[src/rtl/if_inst_queue.sv]
// Instruction queue between IF and ID: first-word-fall-through circular buffer
// of {adel, pc, inst} entries with valid/ready on both sides and a flush.
module if_inst_queue #(
  parameter int DEPTH = 4
) (
  input  logic                       clk_i,
  input  logic                       rst_i,
  input  logic                       flush_i,
  input  logic                       push_valid_i,
  input  logic [31:0]                push_pc_i,
  input  logic [31:0]                push_inst_i,
  input  logic                       push_adel_i,
  output logic                       push_ready_o,
  output logic                       pop_valid_o,
  output logic [31:0]                pop_pc_o,
  output logic [31:0]                pop_inst_o,
  output logic                       pop_adel_o,
  input  logic                       pop_ready_i,
  output logic [$clog2(DEPTH):0]     count_o
);

  localparam int AW = $clog2(DEPTH);
  localparam int CW = AW + 1;

  logic [64:0]    mem [DEPTH];
  logic [AW-1:0]  rd_ptr;
  logic [AW-1:0]  wr_ptr;
  logic [CW-1:0]  count;
  logic           full;
  logic           empty;
  logic           do_push;
  logic           do_pop;
  logic [64:0]    head;

  // Occupancy counter is the only source of full/empty.
  assign full    = (count == CW'(DEPTH));
  assign empty   = (count == {CW{1'b0}});
  assign do_push = push_valid_i && !full;
  assign do_pop  = !empty && pop_ready_i;

  // Pointer and occupancy state; flush wins over any same-cycle push/pop.
  always_ff @(posedge clk_i or posedge rst_i) begin
    if (rst_i) begin
      rd_ptr <= {AW{1'b0}};
      wr_ptr <= {AW{1'b0}};
      count  <= {CW{1'b0}};
    end else if (flush_i) begin
      rd_ptr <= {AW{1'b0}};
      wr_ptr <= {AW{1'b0}};
      count  <= {CW{1'b0}};
    end else begin
      if (do_push) begin
        wr_ptr <= wr_ptr + AW'(1);
      end
      if (do_pop) begin
        rd_ptr <= rd_ptr + AW'(1);
      end
      if (do_push && !do_pop) begin
        count <= count + CW'(1);
      end else if (do_pop && !do_push) begin
        count <= count - CW'(1);
      end
    end
  end

  // Entry storage; deliberately not reset, stale data is masked by empty.
  always_ff @(posedge clk_i) begin
    if (do_push && !flush_i) begin
      mem[wr_ptr] <= {push_adel_i, push_pc_i, push_inst_i};
    end
  end

  // Head presentation, forced to zero when the queue is empty.
  always_comb begin
    head = 65'd0;
    if (!empty) begin
      head = mem[rd_ptr];
    end else begin
      head = 65'd0;
    end
  end

  assign pop_valid_o  = !empty;
  assign pop_adel_o   = head[64];
  assign pop_pc_o     = head[63:32];
  assign pop_inst_o   = head[31:0];
  assign push_ready_o = !full;
  assign count_o      = count;

endmodule
[config.mk]
export PLATFORM = sky130hd
export DESIGN_NAME = if_inst_queue
export DESIGN_NICKNAME = d
export VERILOG_FILES = /design/src/rtl/if_inst_queue.sv
export SDC_FILE = /design/constraint.sdc
export NUM_CORES = 1
export LEC_CHECK = 0
export ABC_AREA = 1
export BUFFER_PORTS_ARGS = -buffer_cell sky130_fd_sc_hd__buf_2
export CORE_UTILIZATION = 57
export DETAILED_ROUTE_END_ITERATION = 7
export PLACE_DENSITY = 0.79
export RECOVER_POWER = 100
export SLEW_MARGIN = 10
export SYNTH_ARGS = -nofsm -noshare
export SYNTH_HDL_FRONTEND = slang
export SYNTH_SLANG_ARGS = --single-unit
[constraint.sdc]
create_clock -name clk_i -period 4.8 [get_ports clk_i]
set_input_delay 0.24 -clock clk_i [delete_from_list [all_inputs] [get_ports clk_i]]
set_output_delay 0.24 -clock clk_i [all_outputs]
set_load 0.02 [all_outputs]
==> flow_summary_export.csv, run 1 <==
group,metric,value,unit
grt,antenna_found_initial,0,
worst_hold_path,min-delay-start,"push_valid_i",
timing,hold_violations,0,
critical_path,crit_path_top_delay_cell,"dfrtp_1",
worst_hold_path,min_to,"wr_ptr[0]",
floorplanning,die_x,139.3,microns
floorplanning,die_area,0.01941,sq mm
critical_path,ff2ff_setup_slack,1100,ps
critical_path,cp-start-kind,"flop",
detailed_routing,drcViolationCount,0,
timing,worstMarginPinSlew,2197,ps
power_and_ir_drop,max-vdd-ir-drop,0.0003745,V
final_layout,final.fill_count,1263,
final_layout,antennaDiodeCount,0,
grt,grt_util_all_layers,25.08,%
detailed_routing,vias,7037,
critical_path,cp_data_arrival_time,3600,ps
final_layout,layout_commonest_cell,"nor2_1",
clock_network,clk_latency,510,ps
detailed_routing,post_drt_wl_per_cell,18.71,microns
timing,fin_tns_setup,0,ps
floorplanning,fp.dieH,139.3,microns
power_and_ir_drop,finalPower,7149,uW
logic_synthesis,synth_cell_type_count,29,
critical_path,path_class,"reg -> out",
critical_path,critPathCaptureType,"output pin",
clock_network,clockBufferDepth,3,
outcome,outcome,"finished with violations",
critical_path,rr_endpoint,"mem[3][2]",
timing,holdWs,111.2,ps
critical_path,crit_chain,"buf_4 -> nor2_1 -> nor2_1 -> o21ai_0 -> a21oi_1 -> clkbuf_1",
critical_path,r2r-start,"count_o[0]",
power_and_ir_drop,p_clk_share,28.0,%
critical_path,cpPeakStageDelay,1180,ps
timing,fmax,260.6,MHz
worst_hold_path,min_path_type,"in -> reg",
final_layout,areaGrowthSynthToFinish,19.73,%
detailed_routing,ant_nets,0,
clock_network,clock_sinks,267,
grt,grt_max_degree,98,
logic_synthesis,syn_area_per_cell,12.93,sq um
logic_synthesis,synthCells,831,
timing,rsz0062_at_grt,"no",
power_and_ir_drop,netSwitchingPower,2626,uW
logic_synthesis,synth_area_leaders,"edfxtp_1 73%, nor2_1 9.3%, o21ai_1 3.8%",
power_and_ir_drop,p_leak,0.004346,uW
logic_synthesis,yosysTopAreaCell,"edfxtp_1",
power_and_ir_drop,power.density,555.6,mW/mm^2
final_layout,final_cell_mix,"264 x nor2_1, 260 x edfxtp_1, 128 x clkbuf_1",
final_layout,layout.nets,1102,
power_and_ir_drop,p_int,4523,uW
detailed_routing,finalWirelength,23860,microns
flow_run,maxCapViolCount,4,
timing,report.final.slew_viol_count,132,
detailed_routing,firstDrtPassIters,5,
clock_network,clockRootBuffer,"clkbuf_16",
timing,fin_crit_sh,79.95,%
floorplanning,ios,140,
grt,gr-total-overflow,0,
detailed_routing,vias_per_cell,5.519,
timing,max_slew_margin,-46.63,%
power_and_ir_drop,combPwrFrac,32.9,%
logic_synthesis,ys_seq_area_share,74.28,%
timing,setup_viol,0,
floorplanning,core_area,0.01821,sq mm
logic_synthesis,syn_nets,906,
timing,period_needed,3838,ps
worst_hold_path,hold_depth,4,
grt,grt_pass1_vias,7136,
grt,grt_pass1_wl,37520,microns
critical_path,cp_max_fo,97,
final_layout,drive_gt1_share,11.38,%
critical_path,reg2regPathDepth,5,
floorplanning,start_util,59.02,%
clock_network,htreeDepth,1,
timing,clock_skew,4.637,ps
logic_synthesis,yosysWarningCount,0,
logic_synthesis,netlist_area,0.01075,sq mm
critical_path,crit_required,4560,ps
power_and_ir_drop,swShare,36.73,%
outcome,violations,"max-capacitance violations, max-slew violations",
logic_synthesis,ys_ff_latch,267,
place,io_buffer_count,139,
clock_network,cts_tree,"yes",
place,gp_congestion,0.8333,
clock_network,clk_pin_slew,60,ps
logic_synthesis,yosys.area.top_type_share,72.65,%
clock_network,cts_buffers,26,
floorplanning,rows,49,
place,dpl.hpwl,13130,microns
power_and_ir_drop,pwr-share-seq,39.1,%
detailed_routing,drtIter0Drc,522,
critical_path,crit_top_cell,"nor2_1",
worst max path at each step:
stage	start	slack, ps	endpoint	cells after the start
floorplan	count_o[0]	670	mem[0][0]	4
global placement	count_o[0]	2130	mem[3][8]	5
detailed placement	count_o[0]	1990	mem[3][8]	5
CTS	count_o[2]	1570	pop_adel_o	6
global route	rd_ptr[0]	710	pop_inst_o[28]	6
finish	rd_ptr[0]	960	pop_pc_o[28]	6
through the flow:
step | std cells | utilization [%] | setup WS, ps | cell area [sq um]
floorplan | 831 | - | 674.8 | 10750
global placement | 1161 | 63.50 | 2127 | 11560
detailed placement | 1161 | 63.50 | 1992 | 11560
CTS | 1275 | 71.82 | 1572 | 13080
global route | 1275 | 70.67 | 705.8 | 12870
finish | 1275 | 70.67 | 962.2 | 12870
logic make-up after synthesis:
family                     synth area share (%)
and+or+nand+nor                           10.53
DFF                                       74.28
AOI/OAI and AO/OA                         10.89
buffers and inverters                     3.493
adders and majority gates                0.6520
xor gates and xnor gates                 0.1630
worst max-delay path: cells and delay by family (launching register included):
family / cells / cell delay, ps
buffers and inverters: 2 / 1260
AND/OR/NAND/NOR: 2 / 240
AO/OA/AOI/OAI: 2 / 360
flip-flops: 1 / 1180
layout make-up:
cell class	count	area (sq um)	area share [%]
Timing Repair Buffer	218	1309	10.17
Multi-Input combinational cell	496	2372	18.44
Inverter	18	71.32	0.5543
Clock inverter	16	153.9	1.196
Clock buffer	31	690.7	5.368
Sequential cell	267	7984	62.05
Tap cell	229	286.5	2.227
power by group through the flow:
stage,clock network [uW],registers [uW],logic (uW)
6_report,2000,2800,2350
5_1_grt,2110,2810,2560
4_1_cts,2030,2800,2450
3_5_place_dp,0,2850,2400
3_3_place_gp,0,2840,2360
2_1_floorplan,0,2830,1760
flip-flops by register name, indices dropped and copies added, names as in the netlist:
signal and cells:
count_o 3, wr_ptr 2, mem 260, rd_ptr 2
Yosys cell counts, drive strengths merged:
master and count:
nor2 268, edfxtp 260, o21ai 134, a21oi 66
buf 42, inv 17, nand2 13, clkbuf 8
dfrtp 7, ha 4, nand3 4, nand4 3
clkinv 1, fa 1, nor3 1, xnor2 1
xor2 1
metal layers:
metal / part of all wire (%) / vias to the layer above / global-route usage [%]
li1: - / 3324 / -
met1: 41 / 3430 / 32.90
met2: 51 / 246 / 43.72
met3: 6.2 / 37 / 4.370
met4: 1.8 / 0 / 6.023
met5: 0 / - / 0
timing repair:
item,CTS,global route
hold buffers,67,0
setup buffers,0,0
resized for setup,0,0
hold endpoints to repair,269,0
Note: power is estimated with default switching activity, not from simulation.
==> run 2, diff against run 1 <==
--- a/config.mk
+++ b/config.mk
@@ -5,7 +5,7 @@
 export SDC_FILE = /design/constraint.sdc
 export NUM_CORES = 1
 export LEC_CHECK = 0
-export ABC_AREA = 1
+export ABC_AREA = 0
 export BUFFER_PORTS_ARGS = -buffer_cell sky130_fd_sc_hd__buf_2
 export CORE_UTILIZATION = 57
 export DETAILED_ROUTE_END_ITERATION = 7
==> constraint.sdc (replaced) <==
create_clock -name clk_i -period 3.9 [get_ports clk_i]
set_input_delay 0.195 -clock clk_i [delete_from_list [all_inputs] [get_ports clk_i]]
set_output_delay 0.195 -clock clk_i [all_outputs]
set_load 0.02 [all_outputs]
==> run 2 against run 1 <==
- the run still ends with max-capacitance violations, max-slew violations left
- first-iteration DRC count is 33% lower
- synthesized cell count is 43% lower
- sequential share of layout area is 1.4 points higher
- power is 15% higher
- hold slack worse by 77 ps
- register-to-register slack worse by 80 ps
- clock skew is 3.5 ps higher
- largest cell class unchanged
- largest power group unchanged
- highest routed layer unchanged
==> flow_summary_export.csv, run 2 <==
group,metric,value,unit
logic_synthesis,yosys.cell_count.top_type,"edfxtp_1",
final_layout,layout.nets,759,
outcome,outcome,"finished with violations",
critical_path,path_class,"reg -> out",
grt,gr-total-overflow,0,
logic_synthesis,yosysTopAreaCell,"edfxtp_1",
critical_path,reg2regPathDepth,3,
clock_network,clock_sinks,267,
grt,antenna_found_initial,0,
power_and_ir_drop,p_leak,0.004075,uW
critical_path,critPathCaptureType,"output pin",
final_layout,final_cell_mix,"260 x edfxtp_1, 126 x clkbuf_1, 67 x dlygate4sd3_1",
power_and_ir_drop,p_int,5685,uW
logic_synthesis,ys_seq_area_share,76.75,%
logic_synthesis,async_reset_ff_share,2.622,%
clock_network,htreeDepth,1,
floorplanning,die_area,0.01879,sq mm
detailed_routing,vias_per_cell,5.588,
logic_synthesis,synth_edf_count,260,
detailed_routing,vias,5214,
timing,period_needed,2887,ps
clock_network,clk_pin_slew,60,ps
clock_network,clockBufferDepth,3,
timing,setup_viol,0,
place,dpl.hpwl,10420,microns
timing,max_slew_margin,-22.10,%
floorplanning,die_x,137.1,microns
critical_path,cpPeakStageDelay,870,ps
detailed_routing,post_drt_wl_per_cell,20.53,microns
floorplanning,start_util,58.10,%
power_and_ir_drop,netSwitchingPower,2513,uW
timing,hold_violations,0,
clock_network,postCtsSetupRepairBufs,0,
grt,grt_util_all_layers,20.95,%
floorplanning,core_area,0.01790,sq mm
final_layout,areaGrowthSynthToFinish,21.10,%
final_layout,antennaDiodeCount,0,
logic_synthesis,syn_area_per_cell,21.85,sq um
place,gp_congestion,0.7305,
detailed_routing,drcViolationCount,0,
final_layout,stdcell_count,933,
logic_synthesis,ys_ff_latch,267,
grt,grt_pass1_vias,5446,
timing,fmax,346.3,MHz
floorplanning,rows,49,
timing,report.final.slew_viol_count,264,
critical_path,cp_data_arrival_time,2690,ps
timing,holdWs,34.02,ps
logic_synthesis,yosysWarningCount,0,
place,dp.cells,818,
clock_network,cts_buffers,26,
detailed_routing,drtIter0Drc,351,
floorplanning,ios,140,
critical_path,r2r-start,"count_o[2]",
worst_hold_path,min-delay-start,"push_valid_i",
power_and_ir_drop,combPwrFrac,27.5,%
worst_hold_path,min_to,"wr_ptr[1]",
grt,grt_pass1_wl,29120,microns
logic_synthesis,yosys.area.top_type_share,75.06,%
logic_synthesis,synth_area_leaders,"edfxtp_1 75%, mux4_2 14%, and2_1 4.2%",
logic_synthesis,synthCells,476,
critical_path,cp_max_fo,36,
logic_synthesis,synth_cell_type_count,35,
clock_network,cts_tree,"yes",
critical_path,crit_path_top_delay_cell,"dfrtp_4",
power_and_ir_drop,pwr-share-seq,42.9,%
detailed_routing,finalWirelength,19150,microns
logic_synthesis,synth_common_cells,"260 x edfxtp_1, 69 x and2_1, 65 x mux4_2, 10 x buf_2, 10 x clkbuf_1",
final_layout,top_register,"mem",
power_and_ir_drop,p_clk_share,29.6,%
worst_hold_path,hold_depth,3,
final_layout,layout_commonest_cell,"edfxtp_1",
critical_path,ff2ff_setup_slack,1020,ps
logic_synthesis,synthFlopType,"edfxtp_1",
logic_synthesis,syn_nets,551,
timing,fin_crit_sh,74.04,%
logic_synthesis,netlist_area,0.01040,sq mm
place,io_buffer_count,139,
power_and_ir_drop,swShare,30.66,%
flow_run,maxCapViolCount,4,
critical_path,crit_chain,"buf_12 -> mux4_2 -> and2_1 -> clkbuf_1",
clock_network,cts_resized,0,
outcome,violations,"max-capacitance violations, max-slew violations",
critical_path,rr_endpoint,"mem[0][13]",
timing,fin_tns_setup,0,ps
final_layout,final.fill_count,1178,
detailed_routing,firstDrtPassIters,5,
final_layout,drive_gt1_share,19.03,%
critical_path,crit_required,3700,ps
grt,grt_max_degree,67,
final_layout,largest_reg_flops,260,
clock_network,clk_latency,520,ps
critical_path,cp-start-kind,"flop",
power_and_ir_drop,max-vdd-ir-drop,0.0004197,V
timing,rsz0062_at_grt,"no",
detailed_routing,ant_nets,0,
worst_hold_path,min_path_type,"in -> reg",
timing,clock_skew,8.143,ps
timing,worstMarginPinSlew,1832,ps
power_and_ir_drop,power.density,650.9,mW/mm^2
clock_network,clockRootBuffer,"clkbuf_16",
floorplanning,fp.dieH,137.1,microns
## run 2: cell types whose count changed in the layout (fill, tap and decap cells not counted), sizes merged, moves of 3 or more
cell and change:
mux4 +65, inv -7, clkinv -8, buf -3, nand4 -3, o21ai -131, nor2 -261, a21oi -64
nand2 -13, and2 +69
## run 2: worst max-delay path by stage
stage	start	endpoint	slack [ps]	cells after the start
after floorplan	count_o[0]	mem[0][0]	950	4
after global placement	rd_ptr[0]	pop_pc_o[9]	1520	4
after detailed placement	count_o[1]	count_o[2]	1480	7
after CTS	rd_ptr[0]	pop_inst_o[31]	940	4
after global routing	count_o[1]	mem[0][61]	800	3
final	rd_ptr[0]	pop_pc_o[25]	1010	4
## run 2: power by group through the flow
stage	Clock, uW	Combinational [uW]	Sequential [uW]
2_1_floorplan	0	1810	3420
3_3_place_gp	0	2280	3570
3_5_place_dp	0	2310	3580
4_1_cts	2470	2380	3520
5_1_grt	2570	2440	3550
6_report	2430	2250	3520
## run 2: repair_timing
item                                   CTS  global route
endpoints found under the hold margin  272             0
setup endpoints to repair                0             0
hold buffers                            67             0
## run 2: cell families after synthesis
logic type | share of synthesized area [%]
buffers and inverters | 2.153
adders and majority gates | 0.6737
AOI/OAI and AO/OA | 1.107
and+or+nand+nor | 4.872
DFF | 76.75
xor gates and xnor gates | 0.1684
muxes | 14.28
## run 2: layer usage
layer  vias up  share of wire (%)  wire length (microns)  track usage (%)
met5         -                  0                      0                0
met1      2668                 41                   7863            28.07
li1       2345                  -                      -                -
met2       175                 52                   9883            35.72
met3        26                5.8                   1108            3.815
met4         0                1.6                    299            5.372
## run 2: per-stage QoR
step | cell area (sq um) | setup slack (ps) | total power (uW) | util, %
2_1_floorplan | 10400 | 948.2 | 5239 | -
6_report | 12600 | 1013 | 8199 | 70.36
3_3_place_gp | 11230 | 1517 | 5845 | 62.73
3_5_place_dp | 11230 | 1481 | 5898 | 62.73
4_1_cts | 12750 | 936.6 | 8370 | 71.23
5_1_grt | 12600 | 799.1 | 8561 | 70.36
## run 2: area by class of cell
cell class                      instances  area (sq um)  share of cell area (%)
Sequential cell                       267          7990                   63.44
Multi-Input combinational cell        173          2196                   17.43
Timing Repair Buffer                  207          1239                   9.834
Clock buffer                           40         774.5                   6.149
Tap cell                              229         286.5                   2.275
Clock inverter                          8         76.32                  0.6059
Inverter                                9         33.78                  0.2682
## run 2: critical path, delay by kind of cell, from the launching register on
family / cells / cell delay [ps]
mux: 1 / 550
simple gates: 1 / 190
flops: 1 / 870
buf+inv: 2 / 540
